$ cat src/rtl/exe_logic_issue_pkg.sv
// Shared execute-stage definitions for the logic-unit issue buffer.
// Holds operand/address widths, buffer depth, one-hot logic op codes,
// the buffered entry layout and the op normalisation helper.
package exe_logic_issue_pkg;

  localparam int XLEN    = 32;
  localparam int RADDR_W = 5;
  localparam int DEPTH   = 2;

  localparam logic [2:0] LOGIC_AND = 3'b001;
  localparam logic [2:0] LOGIC_OR  = 3'b010;
  localparam logic [2:0] LOGIC_XOR = 3'b100;

  typedef struct packed {
    logic [2:0]         op;
    logic [XLEN-1:0]    s1;
    logic [XLEN-1:0]    s2;
    logic [RADDR_W-1:0] rs1;
    logic [RADDR_W-1:0] rs2;
    logic               s2_imm;
    logic [RADDR_W-1:0] rd;
  } entry_t;

  // Multi-hot decode output collapses to the lowest set bit so the logic
  // unit always sees a clean one-hot (or all-zero) select.
  function automatic logic [2:0] norm_op(input logic [2:0] op);
    logic [2:0] r;
    r = 3'b000;
    if (op[0])      r = LOGIC_AND;
    else if (op[1]) r = LOGIC_OR;
    else if (op[2]) r = LOGIC_XOR;
    return r;
  endfunction

endpackage

$ cat src/rtl/exe_logic_issue_if.sv
// Decode-to-issue, writeback-bypass and issue-to-logic-unit signal bundle.
// slave  : the issue buffer (consumes in_*/byp_*/out_ready_i, drives the rest).
// master : the surrounding pipeline (decode, writeback, logic unit).
interface exe_logic_issue_if;
  import exe_logic_issue_pkg::*;

  logic               in_valid_i;
  logic               in_ready_o;
  logic [2:0]         in_op_i;
  logic [XLEN-1:0]    in_s1_i;
  logic [XLEN-1:0]    in_s2_i;
  logic [RADDR_W-1:0] in_rs1_i;
  logic [RADDR_W-1:0] in_rs2_i;
  logic               in_s2_imm_i;
  logic [RADDR_W-1:0] in_rd_i;

  logic               byp_valid_i;
  logic [RADDR_W-1:0] byp_rd_i;
  logic [XLEN-1:0]    byp_data_i;

  logic               out_valid_o;
  logic               out_ready_i;
  logic [2:0]         out_op_o;
  logic [XLEN-1:0]    out_s1_o;
  logic [XLEN-1:0]    out_s2_o;
  logic [RADDR_W-1:0] out_rd_o;

  modport slave (
    input  in_valid_i, in_op_i, in_s1_i, in_s2_i, in_rs1_i, in_rs2_i,
           in_s2_imm_i, in_rd_i, byp_valid_i, byp_rd_i, byp_data_i, out_ready_i,
    output in_ready_o, out_valid_o, out_op_o, out_s1_o, out_s2_o, out_rd_o
  );

  modport master (
    output in_valid_i, in_op_i, in_s1_i, in_s2_i, in_rs1_i, in_rs2_i,
           in_s2_imm_i, in_rd_i, byp_valid_i, byp_rd_i, byp_data_i, out_ready_i,
    input  in_ready_o, out_valid_o, out_op_o, out_s1_o, out_s2_o, out_rd_o
  );

endinterface

$ cat src/rtl/exe_byp_match.sv
// Writeback-bypass select for one source operand; purely combinational.
// Ports: byp_valid/byp_rd from writeback, rs/imm of the operand, sel = take byp data.
// x0 and immediates never match.
module exe_byp_match
  import exe_logic_issue_pkg::*;
(
  input  logic               byp_valid,
  input  logic [RADDR_W-1:0] byp_rd,
  input  logic [RADDR_W-1:0] rs,
  input  logic               imm,
  output logic               sel
);

  assign sel = byp_valid && !imm && (rs != '0) && (byp_rd == rs);

endmodule

$ cat src/rtl/exe_logic_issue.sv
// Two-entry skid buffer in front of the execute logic unit, patching operands from writeback bypass.
// Latency: push at cycle N visible at output N+1 when empty; sustains one push + one pop per cycle.
// Backpressure: in_ready_o = not full, from registered count only; flush/reset drop all entries.
// Ports: clk, rst (sync active-high), flush_i, bus (slave modport: in_*, byp_*, out_*).
module exe_logic_issue
  import exe_logic_issue_pkg::*;
(
  input  logic            clk,
  input  logic            rst,
  input  logic            flush_i,
  exe_logic_issue_if.slave bus
);

  localparam int PTR_W = $clog2(DEPTH);
  localparam int CNT_W = $clog2(DEPTH + 1);

  logic [PTR_W-1:0] wr_ptr;
  logic [PTR_W-1:0] rd_ptr;
  logic [CNT_W-1:0] count;
  entry_t           mem [DEPTH];

  logic   push;
  logic   pop;
  logic   in_s1_sel;
  logic   in_s2_sel;
  entry_t in_entry;

  logic [DEPTH-1:0] ent_vld;
  logic [DEPTH-1:0] ent_s1_sel;
  logic [DEPTH-1:0] ent_s2_sel;

  assign bus.in_ready_o  = (count != CNT_W'(DEPTH));
  assign bus.out_valid_o = (count != '0);

  assign push = bus.in_valid_i && bus.in_ready_o && !flush_i;
  assign pop  = bus.out_valid_o && bus.out_ready_i && !flush_i;

  // Bypass on the incoming op: the register file value read at decode may
  // already be stale by the writeback happening this very cycle.
  exe_byp_match u_in_s1 (
    .byp_valid (bus.byp_valid_i),
    .byp_rd    (bus.byp_rd_i),
    .rs        (bus.in_rs1_i),
    .imm       (1'b0),
    .sel       (in_s1_sel)
  );

  exe_byp_match u_in_s2 (
    .byp_valid (bus.byp_valid_i),
    .byp_rd    (bus.byp_rd_i),
    .rs        (bus.in_rs2_i),
    .imm       (bus.in_s2_imm_i),
    .sel       (in_s2_sel)
  );

  always_comb begin
    in_entry.op     = norm_op(bus.in_op_i);
    in_entry.s1     = in_s1_sel ? bus.byp_data_i : bus.in_s1_i;
    in_entry.s2     = in_s2_sel ? bus.byp_data_i : bus.in_s2_i;
    in_entry.rs1    = bus.in_rs1_i;
    in_entry.rs2    = bus.in_rs2_i;
    in_entry.s2_imm = bus.in_s2_imm_i;
    in_entry.rd     = bus.in_rd_i;
  end

  // Held entries keep listening to writeback until they leave the buffer.
  for (genvar i = 0; i < DEPTH; i++) begin : g_ent
    logic [PTR_W-1:0] ofs;

    // Slot i is occupied when its distance from the head is below count.
    assign ofs        = PTR_W'(i) - rd_ptr;
    assign ent_vld[i] = CNT_W'(ofs) < count;

    exe_byp_match u_s1 (
      .byp_valid (bus.byp_valid_i),
      .byp_rd    (bus.byp_rd_i),
      .rs        (mem[i].rs1),
      .imm       (1'b0),
      .sel       (ent_s1_sel[i])
    );

    exe_byp_match u_s2 (
      .byp_valid (bus.byp_valid_i),
      .byp_rd    (bus.byp_rd_i),
      .rs        (mem[i].rs2),
      .imm       (mem[i].s2_imm),
      .sel       (ent_s2_sel[i])
    );
  end

  // Payload is not reset; outputs are masked while the buffer is empty.
  // A push only targets a free slot, so it never collides with a bypass
  // patch of a held entry.
  always_ff @(posedge clk) begin
    for (int i = 0; i < DEPTH; i++) begin
      if (push && (wr_ptr == PTR_W'(i))) begin
        mem[i] <= in_entry;
      end else begin
        if (ent_vld[i] && ent_s1_sel[i]) mem[i].s1 <= bus.byp_data_i;
        if (ent_vld[i] && ent_s2_sel[i]) mem[i].s2 <= bus.byp_data_i;
      end
    end
  end

  always_ff @(posedge clk) begin
    if (rst || flush_i) begin
      wr_ptr <= '0;
      rd_ptr <= '0;
      count  <= '0;
    end else begin
      if (push) wr_ptr <= wr_ptr + PTR_W'(1);
      if (pop)  rd_ptr <= rd_ptr + PTR_W'(1);
      case ({push, pop})
        2'b10:   count <= count + CNT_W'(1);
        2'b01:   count <= count - CNT_W'(1);
        default: count <= count;
      endcase
    end
  end

  // Head is presented straight from storage; nothing from in_* reaches here.
  assign bus.out_op_o = bus.out_valid_o ? mem[rd_ptr].op : '0;
  assign bus.out_s1_o = bus.out_valid_o ? mem[rd_ptr].s1 : '0;
  assign bus.out_s2_o = bus.out_valid_o ? mem[rd_ptr].s2 : '0;
  assign bus.out_rd_o = bus.out_valid_o ? mem[rd_ptr].rd : '0;

endmodule
$ cat src/flat_wrapper.sv
// flat-port wrapper written by rule: the top's interface ports become plain ports
module exe_logic_issue_flat import exe_logic_issue_pkg::*;
  (clk, rst, flush_i, bus_in_valid_i, bus_in_op_i, bus_in_s1_i, bus_in_s2_i, bus_in_rs1_i, bus_in_rs2_i, bus_in_s2_imm_i, bus_in_rd_i, bus_byp_valid_i, bus_byp_rd_i, bus_byp_data_i, bus_out_ready_i, bus_in_ready_o, bus_out_valid_o, bus_out_op_o, bus_out_s1_o, bus_out_s2_o, bus_out_rd_o);
  exe_logic_issue_if bus_i ();
  input  logic clk;
  input  logic rst;
  input  logic flush_i;
  input wire logic [$bits(bus_i.in_valid_i)-1:0] bus_in_valid_i;
  input wire logic [$bits(bus_i.in_op_i)-1:0] bus_in_op_i;
  input wire logic [$bits(bus_i.in_s1_i)-1:0] bus_in_s1_i;
  input wire logic [$bits(bus_i.in_s2_i)-1:0] bus_in_s2_i;
  input wire logic [$bits(bus_i.in_rs1_i)-1:0] bus_in_rs1_i;
  input wire logic [$bits(bus_i.in_rs2_i)-1:0] bus_in_rs2_i;
  input wire logic [$bits(bus_i.in_s2_imm_i)-1:0] bus_in_s2_imm_i;
  input wire logic [$bits(bus_i.in_rd_i)-1:0] bus_in_rd_i;
  input wire logic [$bits(bus_i.byp_valid_i)-1:0] bus_byp_valid_i;
  input wire logic [$bits(bus_i.byp_rd_i)-1:0] bus_byp_rd_i;
  input wire logic [$bits(bus_i.byp_data_i)-1:0] bus_byp_data_i;
  input wire logic [$bits(bus_i.out_ready_i)-1:0] bus_out_ready_i;
  output wire logic [$bits(bus_i.in_ready_o)-1:0] bus_in_ready_o;
  output wire logic [$bits(bus_i.out_valid_o)-1:0] bus_out_valid_o;
  output wire logic [$bits(bus_i.out_op_o)-1:0] bus_out_op_o;
  output wire logic [$bits(bus_i.out_s1_o)-1:0] bus_out_s1_o;
  output wire logic [$bits(bus_i.out_s2_o)-1:0] bus_out_s2_o;
  output wire logic [$bits(bus_i.out_rd_o)-1:0] bus_out_rd_o;
  assign bus_i.in_valid_i = bus_in_valid_i;
  assign bus_i.in_op_i = bus_in_op_i;
  assign bus_i.in_s1_i = bus_in_s1_i;
  assign bus_i.in_s2_i = bus_in_s2_i;
  assign bus_i.in_rs1_i = bus_in_rs1_i;
  assign bus_i.in_rs2_i = bus_in_rs2_i;
  assign bus_i.in_s2_imm_i = bus_in_s2_imm_i;
  assign bus_i.in_rd_i = bus_in_rd_i;
  assign bus_i.byp_valid_i = bus_byp_valid_i;
  assign bus_i.byp_rd_i = bus_byp_rd_i;
  assign bus_i.byp_data_i = bus_byp_data_i;
  assign bus_i.out_ready_i = bus_out_ready_i;
  assign bus_in_ready_o = bus_i.in_ready_o;
  assign bus_out_valid_o = bus_i.out_valid_o;
  assign bus_out_op_o = bus_i.out_op_o;
  assign bus_out_s1_o = bus_i.out_s1_o;
  assign bus_out_s2_o = bus_i.out_s2_o;
  assign bus_out_rd_o = bus_i.out_rd_o;
  exe_logic_issue u_core (.clk(clk), .rst(rst), .flush_i(flush_i), .bus(bus_i));
endmodule
$ cat config.mk
export PLATFORM = sky130hd
export DESIGN_NAME = exe_logic_issue_flat
export DESIGN_NICKNAME = d
export VERILOG_FILES = /design/src/rtl/exe_logic_issue_pkg.sv /design/src/rtl/exe_logic_issue_if.sv /design/src/rtl/exe_byp_match.sv /design/src/rtl/exe_logic_issue.sv /design/src/flat_wrapper.sv
export SDC_FILE = /design/constraint.sdc
export NUM_CORES = 1
export LEC_CHECK = 0
export ABC_AREA = 1
export CAP_MARGIN = 40
export CORE_AREA = 2 2 203 165
export CTS_CLUSTER_SIZE = 16
export DETAILED_ROUTE_END_ITERATION = 8
export DIE_AREA = 0 0 205 167
export GPL_TIMING_DRIVEN = 0
export PLACE_DENSITY = 0.57
export SLEW_MARGIN = 0
export SYNTH_ARGS = -nofsm -noshare
export SYNTH_HDL_FRONTEND = slang
export SYNTH_SLANG_ARGS = --single-unit
$ cat constraint.sdc
create_clock -name clk -period 4.8 [get_ports clk]
set_input_delay 0.72 -clock clk [delete_from_list [all_inputs] [get_ports clk]]
set_output_delay 0.72 -clock clk [all_outputs]
set_load 0.005 [all_outputs]
==> insert_results.sql <==
INSERT INTO impl_metrics (metric_group, metric, value, unit) VALUES
('routing', 'top_signal_layer_used', 'met4', ''),
('timing', 'finalSetupViolCount', '0', ''),
('pwr', 'power.density_cell_area', '267', 'nW/um2'),
('synth', 'synthDistinctLibCells', '28', ''),
('floorplan', 'dieHeight', '167', 'um'),
('critical_path', 'regToRegEndpoint', 'u_core.mem[0][20]$_DFFE_PP_', ''),
('clock_tree', 'postCtsSetupRepairBufs', '0', ''),
('clock_tree', 'cts.htree.levels', '4', ''),
('finish', 'fraction_of_final_layout_cells_sized_beyond_drive_strength_1', '9.95', '%'),
('finish', 'stdcell_area', '13400', 'um2'),
('critical_path', 'worst-endpoint-arrival', '2.82', 'ns'),
('critical_path', 'worst-path-stages', '6', ''),
('timing', 'drv_slew', '0', ''),
('synth', 'postSynthRegisterBits', '171', ''),
('synth', 'postSynthNetCount', '1399', ''),
('critical_path', 'critical_path_required', '4.08', 'ns'),
('timing', 'finalCritPeriodShare', '73.7', '%'),
('clock_tree', 'ctsHoldBuffers', '0', ''),
('synth', 'synth_top_family_by_area', 'simple AND/OR/NAND/NOR gates', ''),
('global_route', 'grt_antenna_before_repair', '0', ''),
('critical_path', 'critical_path.n_buffers_inverters', '4', ''),
('placement', 'dp.final_hpwl', '26400', 'um'),
('timing', 'fmax', '0.282', 'GHz'),
('pwr', 'vdd_ir_drop_max', '0.255', 'mV'),
('routing', 'drc', '0', ''),
('synth', 'synthesis.yosys.warnings', '0', ''),
('placement', 'portBuffers', '197', ''),
('clock_tree', 'cts_made_buffers', '17', ''),
('floorplan', 'pin_count', '200', ''),
('finish', 'final_net_count', '1622', ''),
('critical_path', 'crit_path_top_delay_cell', 'sky130_fd_sc_hd__nor2_1', ''),
('synth', 'synth_compound_gate_area_share', '4.69', '%'),
('pwr', 'power.leakage', '5.67', 'nW'),
('critical_path', 'critical_path.startpoint', 'u_core.count[0]$_SDFFE_PP0P_', ''),
('worst_hold_path', 'min-delay-path-class', 'flop to flop', ''),
('routing', 'routed_via_count_divided_by_cell_count', '4.96', ''),
('critical_path', 'ff2ff_setup_slack', '2.34', 'ns'),
('routing', 'detail_route.first_pass.iterations', '6', ''),
('critical_path', 'worst_r2r_startpoint', 'u_core.count[0]$_SDFFE_PP0P_', ''),
('finish', 'layout_commonest_cell', 'sky130_fd_sc_hd__nand2_1', ''),
('critical_path', 'worstPathMaxFanout', '10', ''),
('critical_path', 'cp_common_cell', 'sky130_fd_sc_hd__buf_4', ''),
('global_route', 'globalRouteTotalUtil', '21.1', '%'),
('routing', 'met2RoutedLength', '15600', 'um'),
('critical_path', 'ff2ff_path_depth', '11', ''),
('floorplan', 'initial_utilization', '31.6', '%'),
('routing', 'postRouteWirelength', '35900', 'um'),
('floorplan', 'chipWidth', '205', 'um'),
('finish', 'insertedDiodeCount', '0', ''),
('timing', 'layout_min_cycle_time', '3.54', 'ns'),
('timing', 'timing_hold_violations_final', '0', ''),
('finish', 'mostFrequentLayoutCells', '442 x sky130_fd_sc_hd__nand2_1, 197 x sky130_fd_sc_hd__clkdlybuf4s50_1, 195 x sky130_fd_sc_hd__nand3_1', ''),
('floorplan', 'fp-row-count', '59', ''),
('status', 'outcome', 'completed', ''),
('routing', 'final_antenna_net_count', '0', ''),
('synth', 'post_synth.cell_area_avg', '8.00', 'um2'),
('clock_tree', 'clkLatencyLatePin', '0.44', 'ns'),
('global_route', 'grt_start_max_net_pins', '29', ''),
('critical_path', 'critical_path.endpoint_type', 'output port', ''),
('synth', 'synthAdderAreaFrac', '0.123', '%'),
('routing', 'routed-wl-met3', '3150', 'um'),
('synth', 'yosys-mux-area-fraction', '0', '%'),
('clock_tree', 'clock-root-buffer', 'sky130_fd_sc_hd__clkbuf_16', ''),
('critical_path', 'worstSetupPathType', 'flop to output port', ''),
('routing', 'm1_wl', '16600', 'um'),
('clock_tree', 'worst_setup_hold_path_clk_slew', '0.07', 'ns'),
('global_route', 'overflow_after_grt', '0', ''),
('clock_tree', 'tritoncts', 'yes', ''),
('timing', 'timing.clock.skew', '0.0114', 'ns'),
('timing', 'grt_setup_unrepaired', 'false', ''),
('timing', 'max-slew-margin-rel', '42.7', '%');
-- power breakdown --
group	switching [mW]	internal (mW)
Sequential	0.00945	1.68
Combinational	0.258	0.189
Clock	0.632	0.823
Total	0.900	2.69
-- cells in the mapped netlist --
| library cell | count | share of area, % |
|---|---|---|
| sky130_fd_sc_hd__a21oi_1 | 80 | 3.9 |
| sky130_fd_sc_hd__and2_1 | 1 | 0.062 |
| sky130_fd_sc_hd__buf_1 | 2 | 0.074 |
| sky130_fd_sc_hd__buf_2 | 40 | 2.0 |
| sky130_fd_sc_hd__buf_4 | 4 | 0.30 |
| sky130_fd_sc_hd__buf_6 | 10 | 1.1 |
| sky130_fd_sc_hd__clkbuf_1 | 30 | 1.1 |
| sky130_fd_sc_hd__dfxtp_1 | 5 | 0.98 |
| sky130_fd_sc_hd__edfxtp_1 | 166 | 49 |
| sky130_fd_sc_hd__ha_1 | 1 | 0.12 |
| sky130_fd_sc_hd__inv_1 | 123 | 4.5 |
| sky130_fd_sc_hd__inv_2 | 12 | 0.44 |
| sky130_fd_sc_hd__nand2_1 | 443 | 16 |
| sky130_fd_sc_hd__nand2_2 | 3 | 0.18 |
| sky130_fd_sc_hd__nand3_1 | 195 | 9.6 |
| sky130_fd_sc_hd__nand3_2 | 32 | 3.1 |
| sky130_fd_sc_hd__nand3b_1 | 1 | 0.074 |
| sky130_fd_sc_hd__nand4_1 | 65 | 4.0 |
| sky130_fd_sc_hd__nand4_2 | 1 | 0.12 |
| sky130_fd_sc_hd__nor2_1 | 28 | 1.0 |
| sky130_fd_sc_hd__nor2_2 | 5 | 0.31 |
| sky130_fd_sc_hd__nor2_4 | 2 | 0.22 |
| sky130_fd_sc_hd__nor3_1 | 3 | 0.15 |
| sky130_fd_sc_hd__o21ai_0 | 11 | 0.54 |
| sky130_fd_sc_hd__o21ai_1 | 3 | 0.15 |
| sky130_fd_sc_hd__o22ai_1 | 1 | 0.062 |
| sky130_fd_sc_hd__xnor2_1 | 2 | 0.17 |
| sky130_fd_sc_hd__xor2_1 | 3 | 0.26 |
-- layout make-up --
type,instances,area (um2)
plain buffers,86,464
clock buffers,19,433
clock inverters,13,165
fillers,3283,18700
inverters,135,507
multi-input cells,880,4150
flip-flops and latches,171,5080
well taps,427,534
repair buffers,204,2100
-- per-layer routing --
layer	global-route usage, %	up-vias
met5	0	-
met4	5.63	0
met2	31.7	445
met3	4.25	37
li1	-	4711
met1	30.7	4401
-- registers in the layout, indices dropped and copies added, names as in the netlist, named ones only --
register,flops
u_core.rd_ptr,1
u_core.count,2
u_core.mem,166
u_core.wr_ptr,1
-- kinds of logic (layout without fill, tap and decap cells) --
| family | count (synthesis) | after routing |
|---|---|---|
| simple gates | 779 | 779 |
| buf+inv | 221 | 457 |
| flops | 171 | 171 |
| compound gates | 95 | 95 |
| xor+xnor | 5 | 5 |
| fa+ha+maj | 1 | 1 |
-- stage by stage --
stage          setup TNS, ns  hold slack (ns)  cells  power, mW  worst slack, ns
5_1_grt                    0            0.493   1935       3.70             1.14
4_1_cts                    0            0.470   1935       3.60             1.20
2_1_floorplan              0            0.444   1272       1.91            0.813
3_3_place_gp         -170.11            0.456   1896       2.15            -2.13
3_5_place_dp               0            0.459   1903       2.16             1.36
6_report                   0            0.469   1935       3.59             1.26
-- worst min path at each step --
stage,from,endpoint,slack (ns),cells past startpoint
5_1_grt,u_core.wr_ptr$_SDFFE_PP0N_,u_core.wr_ptr$_SDFFE_PP0N_,0.49,2
3_3_place_gp,u_core.wr_ptr$_SDFFE_PP0N_,u_core.wr_ptr$_SDFFE_PP0N_,0.46,2
2_1_floorplan,u_core.wr_ptr$_SDFFE_PP0N_,u_core.wr_ptr$_SDFFE_PP0N_,0.44,2
6_report,u_core.wr_ptr$_SDFFE_PP0N_,u_core.wr_ptr$_SDFFE_PP0N_,0.47,2
4_1_cts,u_core.wr_ptr$_SDFFE_PP0N_,u_core.wr_ptr$_SDFFE_PP0N_,0.47,2
3_5_place_dp,u_core.wr_ptr$_SDFFE_PP0N_,u_core.wr_ptr$_SDFFE_PP0N_,0.46,2
-- worst min-delay path, stage by stage (launching register included) --
cell and delay (ns):
sky130_fd_sc_hd__dfxtp_1 0.31, sky130_fd_sc_hd__nand2_1 0.06, sky130_fd_sc_hd__a21oi_1 0.05
No activity file was read; power rests on OpenSTA's default activity.
